$ cat src/rtl/hssi_ss_prog_delay_line_if.sv
// Bus bundle for the programmable delay line: streaming beat, delay-load request
// and status outputs, with a master (driver) and slave (delay line) view.
interface hssi_ss_prog_delay_line_if #(
   parameter int WIDTH = 8,
   parameter int DLY_W = 4
);
   logic             en;
   logic             in_valid;
   logic [WIDTH-1:0] in_data;
   logic             dly_load;
   logic [DLY_W-1:0] dly_in;
   logic             out_valid;
   logic [WIDTH-1:0] out_data;
   logic [DLY_W-1:0] cur_dly;
   logic             busy;
   logic             dly_clamped;
   logic             drop_err;

   modport master (
      output en, in_valid, in_data, dly_load, dly_in,
      input  out_valid, out_data, cur_dly, busy, dly_clamped, drop_err
   );

   modport slave (
      input  en, in_valid, in_data, dly_load, dly_in,
      output out_valid, out_data, cur_dly, busy, dly_clamped, drop_err
   );
endinterface

$ cat src/rtl/hssi_ss_prog_delay_line.sv
// Stallable, valid-qualified delay line whose depth is reprogrammed at runtime;
// every reprogram flushes in-flight beats and restarts a refill countdown.
module hssi_ss_prog_delay_line #(
   parameter int WIDTH      = 8,
   parameter int MAX_CYCLES = 8,
   parameter int RESET_DLY  = 3,
   parameter int DLY_W      = $clog2(MAX_CYCLES + 1)
) (
   input logic                      clk,
   input logic                      rst_n,
   hssi_ss_prog_delay_line_if.slave bus
);
   localparam logic [DLY_W-1:0] MAX_D   = DLY_W'(MAX_CYCLES);
   localparam logic [DLY_W-1:0] RESET_D = DLY_W'(RESET_DLY);

   logic [MAX_CYCLES:1] stage_v;
   logic [WIDTH-1:0]    stage_d [1:MAX_CYCLES];
   logic [DLY_W-1:0]    cur_dly;
   logic [DLY_W-1:0]    refill_cnt;
   logic [DLY_W-1:0]    load_dly;
   logic                load_clamp;
   logic                clamped_q;
   logic                drop_q;
   logic                tap_v;
   logic [WIDTH-1:0]    tap_d;
   logic                sel_v;
   logic [WIDTH-1:0]    sel_d;
   logic                out_valid;

   assign load_clamp = (bus.dly_in > MAX_D);
   assign load_dly   = load_clamp ? MAX_D : bus.dly_in;

   // A load overrides shifting and applies even while stalled; the payload
   // is left in place because the cleared valid bits already hide it.
   always_ff @(posedge clk or negedge rst_n) begin
      if (!rst_n) begin
         stage_v    <= '0;
         for (int k = 1; k <= MAX_CYCLES; k++) begin
            stage_d[k] <= '0;
         end
         cur_dly    <= RESET_D;
         refill_cnt <= RESET_D;
         clamped_q  <= 1'b0;
         drop_q     <= 1'b0;
      end else if (bus.dly_load) begin
         stage_v    <= '0;
         cur_dly    <= load_dly;
         refill_cnt <= load_dly;
         clamped_q  <= load_clamp;
         if (bus.en && bus.in_valid) begin
            drop_q <= 1'b1;
         end
      end else begin
         clamped_q <= 1'b0;
         if (bus.en) begin
            stage_v[1] <= bus.in_valid;
            stage_d[1] <= bus.in_data;
            for (int k = 2; k <= MAX_CYCLES; k++) begin
               stage_v[k] <= stage_v[k-1];
               stage_d[k] <= stage_d[k-1];
            end
            if (refill_cnt != '0) begin
               refill_cnt <= refill_cnt - 1'b1;
            end
         end
      end
   end

   // Tap select: delay 0 bypasses storage entirely, otherwise read stage D.
   always_comb begin
      tap_v = 1'b0;
      tap_d = '0;
      for (int k = 1; k <= MAX_CYCLES; k++) begin
         if (cur_dly == DLY_W'(k)) begin
            tap_v = stage_v[k];
            tap_d = stage_d[k];
         end
      end
      sel_v = (cur_dly == '0) ? bus.in_valid : tap_v;
      sel_d = (cur_dly == '0) ? bus.in_data  : tap_d;
   end

   assign out_valid       = bus.en & sel_v;
   assign bus.out_valid   = out_valid;
   assign bus.out_data    = out_valid ? sel_d : '0;
   assign bus.cur_dly     = cur_dly;
   assign bus.busy        = (refill_cnt != '0);
   assign bus.dly_clamped = clamped_q;
   assign bus.drop_err    = drop_q;
endmodule

$ cat src/flat_wrapper.sv
// flat-port wrapper written by rule: the top's interface ports become plain ports
module hssi_ss_prog_delay_line_flat 
#(
   parameter int WIDTH      = 8,
   parameter int MAX_CYCLES = 8,
   parameter int RESET_DLY  = 3,
   parameter int DLY_W      = $clog2(MAX_CYCLES + 1)
)
  (clk, rst_n, bus_en, bus_in_valid, bus_in_data, bus_dly_load, bus_dly_in, bus_out_valid, bus_out_data, bus_cur_dly, bus_busy, bus_dly_clamped, bus_drop_err);
  hssi_ss_prog_delay_line_if #(.WIDTH(WIDTH), .DLY_W(DLY_W)) bus_i ();
  input logic clk;
  input logic rst_n;
  input wire logic [$bits(bus_i.en)-1:0] bus_en;
  input wire logic [$bits(bus_i.in_valid)-1:0] bus_in_valid;
  input wire logic [$bits(bus_i.in_data)-1:0] bus_in_data;
  input wire logic [$bits(bus_i.dly_load)-1:0] bus_dly_load;
  input wire logic [$bits(bus_i.dly_in)-1:0] bus_dly_in;
  output wire logic [$bits(bus_i.out_valid)-1:0] bus_out_valid;
  output wire logic [$bits(bus_i.out_data)-1:0] bus_out_data;
  output wire logic [$bits(bus_i.cur_dly)-1:0] bus_cur_dly;
  output wire logic [$bits(bus_i.busy)-1:0] bus_busy;
  output wire logic [$bits(bus_i.dly_clamped)-1:0] bus_dly_clamped;
  output wire logic [$bits(bus_i.drop_err)-1:0] bus_drop_err;
  assign bus_i.en = bus_en;
  assign bus_i.in_valid = bus_in_valid;
  assign bus_i.in_data = bus_in_data;
  assign bus_i.dly_load = bus_dly_load;
  assign bus_i.dly_in = bus_dly_in;
  assign bus_out_valid = bus_i.out_valid;
  assign bus_out_data = bus_i.out_data;
  assign bus_cur_dly = bus_i.cur_dly;
  assign bus_busy = bus_i.busy;
  assign bus_dly_clamped = bus_i.dly_clamped;
  assign bus_drop_err = bus_i.drop_err;
  hssi_ss_prog_delay_line #(.WIDTH(WIDTH), .MAX_CYCLES(MAX_CYCLES), .RESET_DLY(RESET_DLY), .DLY_W(DLY_W)) u_core (.clk(clk), .rst_n(rst_n), .bus(bus_i));
endmodule
$ cat config.mk
export PLATFORM = sky130hd
export DESIGN_NAME = hssi_ss_prog_delay_line_flat
export DESIGN_NICKNAME = d
export VERILOG_FILES = /design/src/rtl/hssi_ss_prog_delay_line_if.sv /design/src/rtl/hssi_ss_prog_delay_line.sv /design/src/flat_wrapper.sv
export SDC_FILE = /design/constraint.sdc
export NUM_CORES = 1
export LEC_CHECK = 0
export ABC_AREA = 1
export CAP_MARGIN = 20
export CORE_AREA = 2 2 88 90
export CTS_BUF_LIST = sky130_fd_sc_hd__clkbuf_2
export DETAILED_ROUTE_END_ITERATION = 6
export DIE_AREA = 0 0 90 92
export DONT_BUFFER_PORTS = 1
export HOLD_SLACK_MARGIN = 0.02
export PLACE_DENSITY_LB_ADDON = 0.15
export SYNTH_ARGS = -nofsm -noshare
export SYNTH_HDL_FRONTEND = slang
export SYNTH_SLANG_ARGS = --single-unit
$ cat constraint.sdc
create_clock -name clk -period 1.4 [get_ports clk]
set_input_delay 0 -clock clk [delete_from_list [all_inputs] [get_ports clk]]
set_output_delay 0 -clock clk [all_outputs]
set_load 0.02 [all_outputs]
[Word level (Yosys, flattened, before mapping)]
Cells that the tools add are included.
Operators by class
  $lt $le $gt $ge: 1
  add/sub/neg operators: 1
  mux-type cells: 26
  reduce and logical (&&, ||, !) cells: 8
  bitwise operators: 2
  eq/ne operators: 8
Operators with widths (count)
  8-bit 2-to-1 mux: 12
  4-bit by 3-bit == test with 1-bit output, second input constant: 4
  4-bit 2-to-1 mux: 4
  1-bit 2-to-1 mux: 10
  4-bit by 2-bit == test with 1-bit output, second input constant: 2
  2-bit AND reduction: 3
  4-bit by 1-bit == test with 1-bit output, second input constant: 1
  4-bit == test, second input constant: 1
  4-bit > comparator, second input constant: 1
  4-bit logical NOT: 1
  2-bit nonzero test: 2
  4-bit nonzero test: 1
  4-bit by 1-bit subtractor with 4-bit output, second input constant: 1
  1-bit bitwise AND: 1
  1-bit logical AND: 1
  1-bit inverter: 1
Word-level totals
  bits in registers: 82
  input port bits: 17
  word-level logic and storage cells: 59
  output and inout port bits: 16

[Logic depth before layout (Yosys ltp)]
  depth after elaboration: 12
  depth in mapped cells: 11
  gate-level depth less buffers: 10

[Worst setup path before layout]
OpenSTA, ideal clock, no wires.
  path type: flip-flop to output port
  start: reg u_core.cur_dly[1] (netlist: u_core.bus.cur_dly[1])
  end: out bus_out_data[0]
  setup slack: -0.394 ns
  arrival: 1.794 ns
  required time: 1.400 ns
  buffers on the path: 1
  cell stages (with the launch flop): 10
  path through: dfstp_2 > buf_4 > inv_2 > nor2_1 > nand3_1 > nand3_1 > nor3_2 > nand4_1 > nand2_4 > nor2_1
On the way
  cells in the longest elaborated chain, start to end: 12
  elaborated cells on any way between the ends: 29
  classes of those cells: eq/ne (8); mux (19); bitwise (1); reduce/logical (1)
Ends and longest elaborated chain
  start, declared: line hssi_ss_prog_delay_line.sv:18  | logic [DLY_W-1:0] cur_dly;
  start signal, assigned: line hssi_ss_prog_delay_line.sv:47  | cur_dly <= load_dly;
  4-bit by 1-bit == test with 1-bit output: line hssi_ss_prog_delay_line.sv:74  | if (cur_dly == DLY_W'(k)) begin
  1-bit 2-to-1 mux (8 in a row): line hssi_ss_prog_delay_line.sv:74
  1-bit 2-to-1 mux: line hssi_ss_prog_delay_line.sv:79  | sel_v = (cur_dly == '0) ? bus.in_valid : tap_v;
  1-bit bitwise AND: line hssi_ss_prog_delay_line.sv:83  | assign out_valid = bus.en & sel_v;
  8-bit 2-to-1 mux *: line hssi_ss_prog_delay_line.sv:85  | assign bus.out_data = out_valid ? sel_d : '0;
  end, declared: line flat_wrapper.sv:19  | output wire logic [$bits(bus_i.out_data)-1:0] bus_out_data;
Mark *: on every way between the ends. The rest lies on a longest branch, timed or not.

[Final worst setup path]
  start: reg u_core.cur_dly[0] (netlist: u_core.bus.cur_dly[0])
  end: out bus_out_data[1]
Same word-level chain as after synthesis.

==> qor.csv <==
metric,value,unit
nFillCells,622,
synth-async-reset-ratio,100.0,%
synth_nets,507,
cts.sinks,82,
tns,-7.308,ns
slew_violations,0,
initial_utilization,52.92,%
fp.dieH,92,microns
syn-mean-instance-area,8.076,sq um
grt_use_total,26.16,%
swShare,33.34,%
p_switching,1.936,mW
antenna_found_initial,1,
violations,"negative hold slack, negative setup slack",
drc_errors,0,
num_vias,3464,
ant_nets,0,
clk_pin_slew_worst_paths,0.22,ns
ys_warn_count,0,
rsz0062_at_grt,true,
totalWireLength,10.45,mm
root_buffer,clkbuf_2,
ys_seq_elements,82,
seqPwrFrac,52.7,%
area_delta_synth_final,25.56,%
endpoint_kind,output pin,
hold_viol_final,82,
io_pins,33,
drv_cap,0,
overflow,0,
max-vdd-ir-drop,0.8051,mV
gp_congestion,0.8380,
crit_buf_inv,2,
finalSetupViolCount,11,
crit_type,register to output pin,
total_power,5.806,mW
cp_slowest_cell,dfstp_2,
timing.fmax,0.4525,GHz
synth_cells,488,
core.rowCount,32,
clockBufferDepth,2,
die_w,90,microns
worst_slack,-0.8097,ns
cp_top_family,simple AND/OR/NAND/NOR gates,
yosysSeqAreaShare,52.19,%
layout-drive-gt1-share,24.46,%
worstMarginPinSlew,0.7220,ns
hold-worst-slack,-0.8812,ns
io_buffers,0,
cellLeakagePower,2.365,nW
ys.flop_type,dfrtp_1,
cts_tree,yes,
crit_required,1.40,ns
grt_max_degree,83,
crit_chain,inv_6 -> nor2_4 -> nand2_4 -> inv_2 -> a21oi_1 -> nand2_1 -> nand2_1 -> nand4_1 -> nand2_1 -> nor2_4,
grt_pass1_wl,16.75,mm
fin_crit,2.210,ns
nets,570,
grt_pass1_vias,3248,
drtIter0Drc,251,
cpPeakStageDelay,0.67,ns
vias_per_cell,5.248,
core_area,0.007447,sq mm
period_share,157.8,%
p_per_area,1173,mW/mm^2
dieArea,0.008280,sq mm
status,"complete, but fails checks",
min_path_type,input pin to async pin,
ys_types,32,
netlist_area,0.003941,sq mm
synth_edf_count,0,
p_int,3.871,mW
hold_buffers,17,
clock_latency,0.53,ns
cp.arrival,2.21,ns
maxSlewHeadroom,51.87,%
cp_max_fo,7,
place_ws,-0.2528,ns
h-tree-depth,3,
cpMostUsedCell,nand2_1,
detail_route.first_pass.iterations,6,
startpoint_type,register,
pwr-share-comb,26.9,%
numCtsBuffers,9,
hpwlAfterDp,6.719,mm
skew,0.02930,ns
wl_per_cell,15.84,microns
clockPowerShare,20.4,%
-- state kept, by name, summed over array words and instances (netlist names) --
register / flops
u_core.bus.dly_clamped: 1
u_core.bus.drop_err: 1
u_core.refill_cnt: 4
u_core.bus.cur_dly: 4
u_core.stage_d: 64
u_core.stage_v: 8
-- repair_timing --
item / 4_1_cts / 5_1_grt
pin swaps: 9 / 2
buffers inserted: 5 / 2
hold endpoints to repair: 151 / 82
endpoints found under the setup margin: 11 / 44
resized for setup: 21 / 18
gates cloned: 1 / 0
-- worst register-to-register path, stage by stage, from the launching register on --
cell	delay, ns
dfstp_2	0.60
inv_4	0.06
ha_4	0.16
nand2_4	0.08
buf_6	0.11
o21ai_4	0.06
mux2_4	0.32
-- cells by family after synthesis --
logic type      synth area share [%]
simple gates                   30.54
flops                          52.19
compound gates                 9.524
buf+inv                        6.381
xor+xnor                      0.4445
fa+ha+maj                     0.6348
mux                           0.2857
-- cell usage after synthesis (2+ instances only) --
cell | n | share of area, %
o22ai_1 | 6 | 0.95
clkbuf_1 | 14 | 1.3
o211ai_1 | 3 | 0.57
dfrtp_1 | 78 | 50
or2_2 | 5 | 0.79
buf_6 | 3 | 0.86
nand4_1 | 13 | 2.1
nor3_4 | 2 | 0.83
o21ai_0 | 44 | 5.6
inv_2 | 6 | 0.57
dfstp_2 | 4 | 2.7
nand3_1 | 24 | 3.0
ha_1 | 2 | 0.63
nor3_1 | 6 | 0.76
o21ai_1 | 2 | 0.25
nor2_1 | 23 | 2.2
nor2_4 | 2 | 0.57
inv_1 | 36 | 3.4
nand2_1 | 183 | 17
a21oi_1 | 11 | 1.4
nand2_4 | 4 | 1.1
nor2_2 | 7 | 1.1
-- path summary, 6_finish.rpt --
check                           slack (ns)               endpoint  cells past startpoint                  start
worst min-delay path                 -0.88     u_core.stage_d[34]                      0                  rst_n
worst max register to register       -0.07   u_core.refill_cnt[2]                      6   u_core.refill_cnt[1]
max in group asynchronous             2.05  u_core.bus.cur_dly[0]                      0                  rst_n
min in group clk                      0.11     u_core.stage_d[56]                      3         bus_in_data[0]
worst max-delay path                 -0.81        bus_out_data[1]                     10  u_core.bus.cur_dly[0]
worst min register to register        0.51      u_core.stage_d[0]                      2      u_core.stage_d[0]
-- final cells by class --
type	count	area (sq um)	share of cell area, %
timing repair buffer	69	644.4	13.02
inverter	42	167.7	3.388
clock buffer	12	60.06	1.214
multi-input combinational	347	1842	37.22
tap	102	127.6	2.579
sequential	82	2059	41.62
clock inverter	4	42.54	0.8597
antenna	2	5.005	0.1011
-- placed cells by master, fill, tap and decap left out, types with 9 or more instances in the layout --
| cell | count |
|---|---|
| buf_4 | 42 |
| inv_1 | 32 |
| nor2_4 | 15 |
| o21ai_0 | 41 |
| clkbuf_2 | 12 |
| nand2_1 | 178 |
| a21oi_1 | 10 |
| nand4_1 | 13 |
| nor2_1 | 9 |
| dfrtp_1 | 76 |
| nand3_1 | 21 |
| dlygate4sd3_1 | 16 |
-- per-stage QoR --
step | util, % | cells | instance area [sq um]
5_1_grt | 66.38 | 658 | 4943
2_1_floorplan | - | 488 | 4043
6_report | 66.45 | 660 | 4949
3_3_place_gp | 60.08 | 617 | 4474
4_1_cts | 65.46 | 656 | 4875
3_5_place_dp | 60.08 | 617 | 4474
-- layer usage --
metal / up-vias / share of wire, % / global-route usage, %
met5: - / 0 / 0
met4: 0 / 2.5 / 9.487
li1: 1696 / - / -
met1: 1629 / 45 / 37.14
met2: 114 / 47 / 40.29
met3: 25 / 6.2 / 5.177
-- power groups by stage --
stage          logic [mW]  registers, mW  clock network (mW)
2_1_floorplan       0.867           3.03                   0
3_3_place_gp         1.17           3.08                   0
3_5_place_dp         1.21           3.09                   0
4_1_cts              1.43           3.04                1.21
5_1_grt              1.71           3.10                1.31
6_report             1.56           3.06                1.18
Note: power is estimated with default switching activity, not from simulation.
